## src/rtl/uart_pkg.sv

```systemverilog
// Shared definitions for the UART transmit queue.
// Drain FSM states and the byte width seen by buart.
package uart_pkg;

    localparam int UART_BYTE_W = 8;

    typedef enum logic {
        S_IDLE  = 1'b0,
        S_GUARD = 1'b1
    } drain_state_e;

endpackage

```

## src/rtl/uart_tx_queue_if.sv

```systemverilog
// CPU push side and buart strobe side of the transmit queue.
// master drives the queue inputs, slave is the queue itself.
interface uart_tx_queue_if #(
    parameter int DEPTH = 16
);
    import uart_pkg::*;

    localparam int AW = $clog2(DEPTH);

    logic                   flush;
    logic                   push;
    logic [UART_BYTE_W-1:0] push_data;
    logic                   push_ready;
    logic                   overflow;
    logic [AW:0]            level;
    logic                   empty;
    logic                   uart_busy;
    logic                   uart_wr;
    logic [UART_BYTE_W-1:0] uart_data;

    modport master (
        output flush, push, push_data, uart_busy,
        input  push_ready, overflow, level, empty,
        input  uart_wr, uart_data
    );

    modport slave (
        input  flush, push, push_data, uart_busy,
        output push_ready, overflow, level, empty,
        output uart_wr, uart_data
    );

endinterface

```

## src/rtl/byte_fifo.sv

```systemverilog
// Circular byte buffer with registered read and registered flags.
// The read register only loads on a pop, so it holds the last popped byte.
module byte_fifo
    import uart_pkg::*;
#(
    parameter  int DEPTH = 16,
    localparam int AW    = $clog2(DEPTH)
) (
    input  logic                   clk,
    input  logic                   resetq,
    input  logic                   clr,
    input  logic                   wr_en,
    input  logic [UART_BYTE_W-1:0] wr_data,
    input  logic                   rd_en,
    output logic [UART_BYTE_W-1:0] rd_data,
    output logic [AW:0]            count,
    output logic                   full,
    output logic                   empty
);

    localparam logic [AW:0] FULL_CNT = DEPTH[AW:0];

    logic [UART_BYTE_W-1:0] mem [DEPTH];
    logic [AW-1:0]          wptr;
    logic [AW-1:0]          rptr;
    logic [AW:0]            cnt_nx;
    logic                   do_wr;
    logic                   do_rd;

    assign do_wr  = wr_en && !full && !clr;
    assign do_rd  = rd_en && !empty && !clr;
    assign cnt_nx = count + {{AW{1'b0}}, do_wr} - {{AW{1'b0}}, do_rd};

    always_ff @(posedge clk) begin
        if (do_wr) mem[wptr] <= wr_data;
    end

    always_ff @(posedge clk or negedge resetq) begin
        if (!resetq)    rd_data <= '0;
        else if (do_rd) rd_data <= mem[rptr];
    end

    // Flags are registered from the next count so they track level exactly.
    always_ff @(posedge clk or negedge resetq) begin
        if (!resetq) begin
            wptr  <= '0;
            rptr  <= '0;
            count <= '0;
            full  <= 1'b0;
            empty <= 1'b1;
        end else if (clr) begin
            wptr  <= '0;
            rptr  <= '0;
            count <= '0;
            full  <= 1'b0;
            empty <= 1'b1;
        end else begin
            wptr  <= wptr + {{(AW-1){1'b0}}, do_wr};
            rptr  <= rptr + {{(AW-1){1'b0}}, do_rd};
            count <= cnt_nx;
            full  <= (cnt_nx == FULL_CNT);
            empty <= (cnt_nx == '0);
        end
    end

endmodule

```

## src/rtl/uart_tx_queue.sv

```systemverilog
// Byte queue feeding buart: CPU pushes, drain FSM strobes wr when idle.
// The FIFO read register doubles as uart_data, loaded at each pop.
module uart_tx_queue
    import uart_pkg::*;
#(
    parameter  int DEPTH = 16,
    localparam int AW    = $clog2(DEPTH)
) (
    input logic             clk,
    input logic             resetq,
    uart_tx_queue_if.slave  bus
);

    drain_state_e           state;
    logic                   wr_q;
    logic                   ovf_q;
    logic                   pop;
    logic                   full;
    logic                   empty;
    logic [AW:0]            count;
    logic [UART_BYTE_W-1:0] rd_data;

    assign pop = (state == S_IDLE) && !empty && !bus.uart_busy && !bus.flush;

    byte_fifo #(
        .DEPTH (DEPTH)
    ) u_fifo (
        .clk     (clk),
        .resetq  (resetq),
        .clr     (bus.flush),
        .wr_en   (bus.push),
        .wr_data (bus.push_data),
        .rd_en   (pop),
        .rd_data (rd_data),
        .count   (count),
        .full    (full),
        .empty   (empty)
    );

    // S_GUARD skips one cycle: buart raises busy only after seeing wr.
    always_ff @(posedge clk or negedge resetq) begin
        if (!resetq) begin
            state <= S_IDLE;
            wr_q  <= 1'b0;
            ovf_q <= 1'b0;
        end else if (bus.flush) begin
            state <= S_IDLE;
            wr_q  <= 1'b0;
            ovf_q <= 1'b0;
        end else begin
            if (bus.push && full) ovf_q <= 1'b1;
            unique case (state)
                S_IDLE: begin
                    wr_q <= pop;
                    if (pop) state <= S_GUARD;
                end
                S_GUARD: begin
                    wr_q  <= 1'b0;
                    state <= S_IDLE;
                end
                default: state <= S_IDLE;
            endcase
        end
    end

    assign bus.push_ready = !full;
    assign bus.overflow   = ovf_q;
    assign bus.level      = count;
    assign bus.empty      = empty;
    assign bus.uart_wr    = wr_q;
    assign bus.uart_data  = rd_data;

endmodule

```

## src/flat_wrapper.sv

```systemverilog
// flat-port wrapper written by rule: the top's interface ports become plain ports
module uart_tx_queue_flat import uart_pkg::*;
#(
    parameter  int DEPTH = 16,
    localparam int AW    = $clog2(DEPTH)
)
  (clk, resetq, bus_flush, bus_push, bus_push_data, bus_uart_busy, bus_push_ready, bus_overflow, bus_level, bus_empty, bus_uart_wr, bus_uart_data);
  uart_tx_queue_if #(.DEPTH(DEPTH)) bus_i ();
  input logic clk;
  input logic resetq;
  input wire logic [$bits(bus_i.flush)-1:0] bus_flush;
  input wire logic [$bits(bus_i.push)-1:0] bus_push;
  input wire logic [$bits(bus_i.push_data)-1:0] bus_push_data;
  input wire logic [$bits(bus_i.uart_busy)-1:0] bus_uart_busy;
  output wire logic [$bits(bus_i.push_ready)-1:0] bus_push_ready;
  output wire logic [$bits(bus_i.overflow)-1:0] bus_overflow;
  output wire logic [$bits(bus_i.level)-1:0] bus_level;
  output wire logic [$bits(bus_i.empty)-1:0] bus_empty;
  output wire logic [$bits(bus_i.uart_wr)-1:0] bus_uart_wr;
  output wire logic [$bits(bus_i.uart_data)-1:0] bus_uart_data;
  assign bus_i.flush = bus_flush;
  assign bus_i.push = bus_push;
  assign bus_i.push_data = bus_push_data;
  assign bus_i.uart_busy = bus_uart_busy;
  assign bus_push_ready = bus_i.push_ready;
  assign bus_overflow = bus_i.overflow;
  assign bus_level = bus_i.level;
  assign bus_empty = bus_i.empty;
  assign bus_uart_wr = bus_i.uart_wr;
  assign bus_uart_data = bus_i.uart_data;
  uart_tx_queue #(.DEPTH(DEPTH)) u_core (.clk(clk), .resetq(resetq), .bus(bus_i));
endmodule
```

## config.mk

```make
export PLATFORM = sky130hd
export DESIGN_NAME = uart_tx_queue_flat
export DESIGN_NICKNAME = d
export VERILOG_FILES = /design/src/rtl/uart_pkg.sv /design/src/rtl/uart_tx_queue_if.sv /design/src/rtl/byte_fifo.sv /design/src/rtl/uart_tx_queue.sv /design/src/flat_wrapper.sv
export SDC_FILE = /design/constraint.sdc
export NUM_CORES = 1
export LEC_CHECK = 0
export ABC_AREA = 1
export CAP_MARGIN = 20
export CORE_MARGIN = 1
export CORE_UTILIZATION = 63
export CTS_BUF_LIST = sky130_fd_sc_hd__clkbuf_8 sky130_fd_sc_hd__clkbuf_16
export DETAILED_ROUTE_END_ITERATION = 6
export DONT_BUFFER_PORTS = 1
export PLACE_DENSITY_LB_ADDON = 0.05
export SETUP_SLACK_MARGIN = 0.1
export SLEW_MARGIN = 20
export SYNTH_ARGS = -nofsm -noshare
export SYNTH_HDL_FRONTEND = slang
export SYNTH_SLANG_ARGS = --single-unit
```

## constraint.sdc

```tcl
create_clock -name clk -period 2.4 [get_ports clk]
set_input_delay 0.72 -clock clk [delete_from_list [all_inputs] [get_ports clk]]
set_output_delay 0.72 -clock clk [all_outputs]
set_load 0.02 [all_outputs]
```

# Word level (Yosys, flattened, before mapping)
# Memory sizes are Yosys's and may differ from the RTL's. A register that Yosys moved wholly into a read port is not among the register bits.
# Cells that the tools add are included.
# word_totals
regBits,18
latch_bits,0
ram_bits,128
romBits,0
input_bits,13
output_inout_bits,17
elab_cells,44
memories,1
# mem_list
name,words,width,rd,rd_clocked_by_memory_dff,wr,line_no,text
u_core.u_fifo.mem,16,8,1,1,1,byte_fifo.sv:23,logic [UART_BYTE_W-1:0] mem [DEPTH];
# op_classes
addsub,4
mul,0
div,0
magnitude_cmp,0
n_eq_ne,1
n_shift,0
muxes,14
bitwise_logic,1
reduce_logical,15
# ops
op,count
$mux W1,9
$add A4 B1 Y4,2
$logic_and A1 B1 Y1,8
$mux W4,2
$add A5 B1 Y5,1
$eq A5 B5 Y1 const B,1
$logic_not A1 Y1,5
$logic_not A5 Y1,1
$mux W5,1
$sub A5 B1 Y5,1
$pmux W1 S2,2
$reduce_bool A2 Y1,1
$not A1 Y1,1

# Longest topological paths before layout
# logic_depth
word_depth,9
ltp_mapped,13

# Modules after synthesis
# Synthesis repeated with hierarchy kept, for this count alone.
# hier_totals
cells_unflattened,575
hier_area_um2,6422.4
# by_module_without_submodules
mod,n_inst,cells_per_inst,area_per_inst_um2,seq_area_each_um2
byte_fifo,1,565,6336.1,4420.5
uart_tx_queue,1,10,86.3,50.0

# Worst setup path after synthesis
# No wires, ideal clock.
# synth_path
kind,input-to-reg
start,input port bus_uart_busy
end,register u_core.u_fifo.full
arrival_ns,2.322
t_required_ns,2.329
path_slack_ns,0.006
stages,11
path_buffers,1
path_cell_list,nor3_1 nand2_1 clkbuf_1 nand2_1 nand2_1 ha_1 fa_1 xor2_1 nor3_1 nand2_1 nor2_1
# synth_between
elab_chain_len,8
# synth_lines
item,line_no,text
from (decl),flat_wrapper.sv:14,input wire logic [$bits(bus_i.uart_busy)-1:0] bus_uart_busy;
$logic_not A1 Y1,uart_tx_queue.sv:23,assign pop = (state == S_IDLE) && !empty && !bus.uart_busy && !bus.flush;
$logic_and A1 B1 Y1 (2 in a row),uart_tx_queue.sv:23,
$logic_and A1 B1 Y1 (2 in a row),byte_fifo.sv:31,assign do_rd = rd_en && !empty && !clr;
$sub A5 B1 Y5,byte_fifo.sv:32,"assign cnt_nx = count + {{AW{1'b0}}, do_wr} - {{AW{1'b0}}, do_rd};"
$eq A5 B5 Y1,byte_fifo.sv:61,full <= (cnt_nx == FULL_CNT);
$mux W1,byte_fifo.sv:51,end else if (clr) begin
to (signal assigned),byte_fifo.sv:61,
to (decl),byte_fifo.sv:17,"output logic full,"
# Every way passes these cells.
# A chain may end at the register's enable or synchronous reset.

# Worst setup path in the final report
# layout_path
start,register u_core.u_fifo.empty
end,register u_core.u_fifo.full
# layout_between
elab_chain_len,9
# layout_lines
item,line_no,text
from (decl),byte_fifo.sv:18,output logic empty
from (signal assigned),byte_fifo.sv:62,empty <= (cnt_nx == '0);
$logic_not A1 Y1 (*),"byte_fifo.sv:31, uart_tx_queue.sv:23",
$logic_and A1 B1 Y1 (3 in a row),uart_tx_queue.sv:23,
$logic_and A1 B1 Y1 (*) (2 in a row),byte_fifo.sv:31,
$sub A5 B1 Y5 (*),byte_fifo.sv:32,
$eq A5 B5 Y1 (*),byte_fifo.sv:61,
$mux W1 (*),byte_fifo.sv:51,
# Every way passes the cells marked *; elsewhere a longest branch is shown, timed or not.

==> results.cfg <==
[final_layout]
drive_above_1_share = 0.1106
fill_cells = 709
final_common_cell = nand2_1
multi_input_area_sq_um = 1652
final_cells = 739
synthToLayoutAreaGrowth_pct = 12.58
fin_nets = 615
final_cell_mix = 207 x nand2_1, 128 x edfxtp_1, 83 x nand3_1
antennaDiodeCount = 0
seqCellArea_sq_um = 4472

[grt]
grt_pass1_wl_mm = 20.19
grt_overflow = 0
grt_antenna_before_repair = 0
grt_usage = 0.2756
grt_pass1_vias = 3909
grt_start_max_net_pins = 66

[die]
ios = 30
start_util = 0.6494
rows = 36
die_area_sq_um = 10480
die_x_um = 102.4
core_area_sq_um = 9774
die_height_um = 102.4

[sta]
setup_viol = 0
slew_violations = 0
maxSlewHeadroom = 0.5316
tightest_slew_ns = 0.7026
period_share = 0.8596
rsz0062_at_grt = no
finClkSkew_ns = 0.006355
fmax_ghz = 0.4847
tns_ns = 0
hold_viol_final = 0
min_period_ns = 2.063

[synth]
synth_area_per_cell_sq_um = 11.14
syn_nets = 592
synth_top_area_share = 0.6056
ys_types = 24
ys_warn_count = 0
synth_top_area_cell = edfxtp_1
ys_ff_latch = 153
ys_seq_area_frac = 0.7043
syn_area_sq_um = 6347
synth_area_leaders = edfxtp_1 61%, nand2_1 12%, dfrtp_1 9.5%
syn_inst = 570

[drt]
wl_per_cell_um = 17.98
drc = 0
drt_wl_total_mm = 13.29
vias_per_cell = 5.624
drtPass1Iterations = 5
drt.antenna.violating_nets = 0
drt_iter0_drc = 265
vias = 4156

[critical_path]
required_ns = 2.85
start_kind = flip-flop
crit_type = flip-flop to flip-flop
cp_data_arrival_time_ns = 2.51
critPathCaptureType = flip-flop
r2r_cells = 11
cp_max_fo = 3

[clock_network]
postCtsSetupBuffers = 0
clkSinkCount = 153
cts.clk_slew.worst_paths_ns = 0.06
cts_tree = yes
numCtsBuffers = 17
cts.path.max_buffers = 2
cts-root-buf = clkbuf_8
clk-insertion-delay-late_ns = 0.52
htreeDepth = 4

[placement]
portBuffers = 0
dp.cells = 706
place_congestion = 0.9141
hpwl_mm = 8.345

[power_and_ir_drop]
power_mw = 6.568
p_leak_nw = 2.897
p_per_area_nw_per_um2 = 919.2
ir_worst_vdd_uv = 487.3

[flow_run]
maxCapViolations = 0

[worst_hold_path]
hold_class = input port to async pin

[status]
status = finished clean
-- layer usage --
metal / GRT usage / vias up / wire (um)
li1: - / 1979 / -
met5: 0 / - / 0
met2: 0.4306 / 173 / 6407
met1: 0.3651 / 1971 / 5441
met4: 0.1275 / 0 / 366
met3: 0.07250 / 33 / 1070
-- metrics by stage --
stage / util / hold slack (ns) / cell area [sq um] / setup slack (ns)
4_1_cts: 0.7311 / 0.02070 / 7146 / 0.2665
3_3_place_gp: 0.6742 / 0.4249 / 6590 / 0.1489
2_1_floorplan: - / 0.4244 / 6367 / 0.09986
5_1_grt: 0.7311 / 0.01421 / 7146 / 0.1357
6_report: 0.7311 / 0.03719 / 7146 / 0.3369
3_5_place_dp: 0.6742 / 0.4249 / 6590 / 0.1011
-- cell families (layout without fill, tap and decap cells) --
logic type	Yosys count	in the layout	synth area share
and+or+nand+nor	332	332	0.2153
DFF	153	153	0.7043
buffers and inverters	49	85	0.03784
AOI/OAI and AO/OA	23	23	0.01814
adders and majority gates	9	9	0.01892
xor gates and xnor gates	4	4	0.005520
-- final timing paths --
kind | start | to | slack (ns)
setup / recovery | u_core.u_fifo.empty | u_core.u_fifo.full | 0.34
hold / removal | resetq | u_core.u_fifo.empty | 0.04
setup reg to reg | u_core.u_fifo.empty | u_core.u_fifo.full | 0.34
hold reg to reg | u_core.u_fifo.full | u_core.bus.overflow | 0.54
max in group asynchronous | resetq | u_core.u_fifo.rptr[0] | 1.85
min in group clk | bus_flush | u_core.u_fifo.count[3] | 0.26
-- registers in the layout (all words and copies together) (netlist names) --
name	count
u_core.u_fifo.wptr	4
u_core.u_fifo.count	5
u_core.u_fifo.empty	1
u_core.u_fifo.mem	128
u_core.u_fifo.full	1
u_core.u_fifo.rd_data	8
u_core.bus.overflow	1
u_core.u_fifo.rptr	4
u_core.state	1
-- power breakdown --
group          total (mW)  leakage [nW]  internal [mW]  switching, mW
clock                2.41         0.294           1.43          0.986
combinational       0.882          1.12          0.310          0.572
sequential           3.27          1.48           3.04          0.228
total                6.57          2.90           4.78           1.79
-- final cells by class --
type / count / area share
clock inverter: 11 / 0.007529
inverter: 26 / 0.01366
clock buffer: 21 / 0.06881
sequential: 153 / 0.6258
timing repair buffer: 27 / 0.02977
tap: 133 / 0.02329
multi-input combinational: 368 / 0.2311
-- Yosys cell counts --
cell,number
a21oi_1,20
buf_1,1
buf_2,9
buf_4,6
buf_6,3
clkbuf_1,4
clkinv_1,1
dfrtp_1,24
dfstp_2,1
edfxtp_1,128
fa_1,1
ha_1,8
inv_1,21
inv_2,4
nand2_1,207
nand2b_1,1
nand3_1,83
nand4_1,1
nor2_1,36
nor2_4,1
nor3_1,3
o21ai_0,3
xnor2_1,2
xor2_1,2
-- worst max-delay path, stage by stage (launching register included) --
cell     delay (ns)
dfstp_2        0.55
nor3_2         0.04
nand2_1        0.11
inv_2          0.05
nand2_1        0.07
nand2_1        0.07
ha_2           0.19
fa_2           0.40
xor2_1         0.17
nor3_2         0.18
nand2_1        0.07
nor2_1         0.09
-- repair_timing --
item                                    in CTS  in global routing
endpoints found under the hold margin       24                  0
endpoints found under the setup margin       0                  2
gates resized for setup                      0                  1
hold buffers                                 1                  0
(Power assumes the default switching activity.)
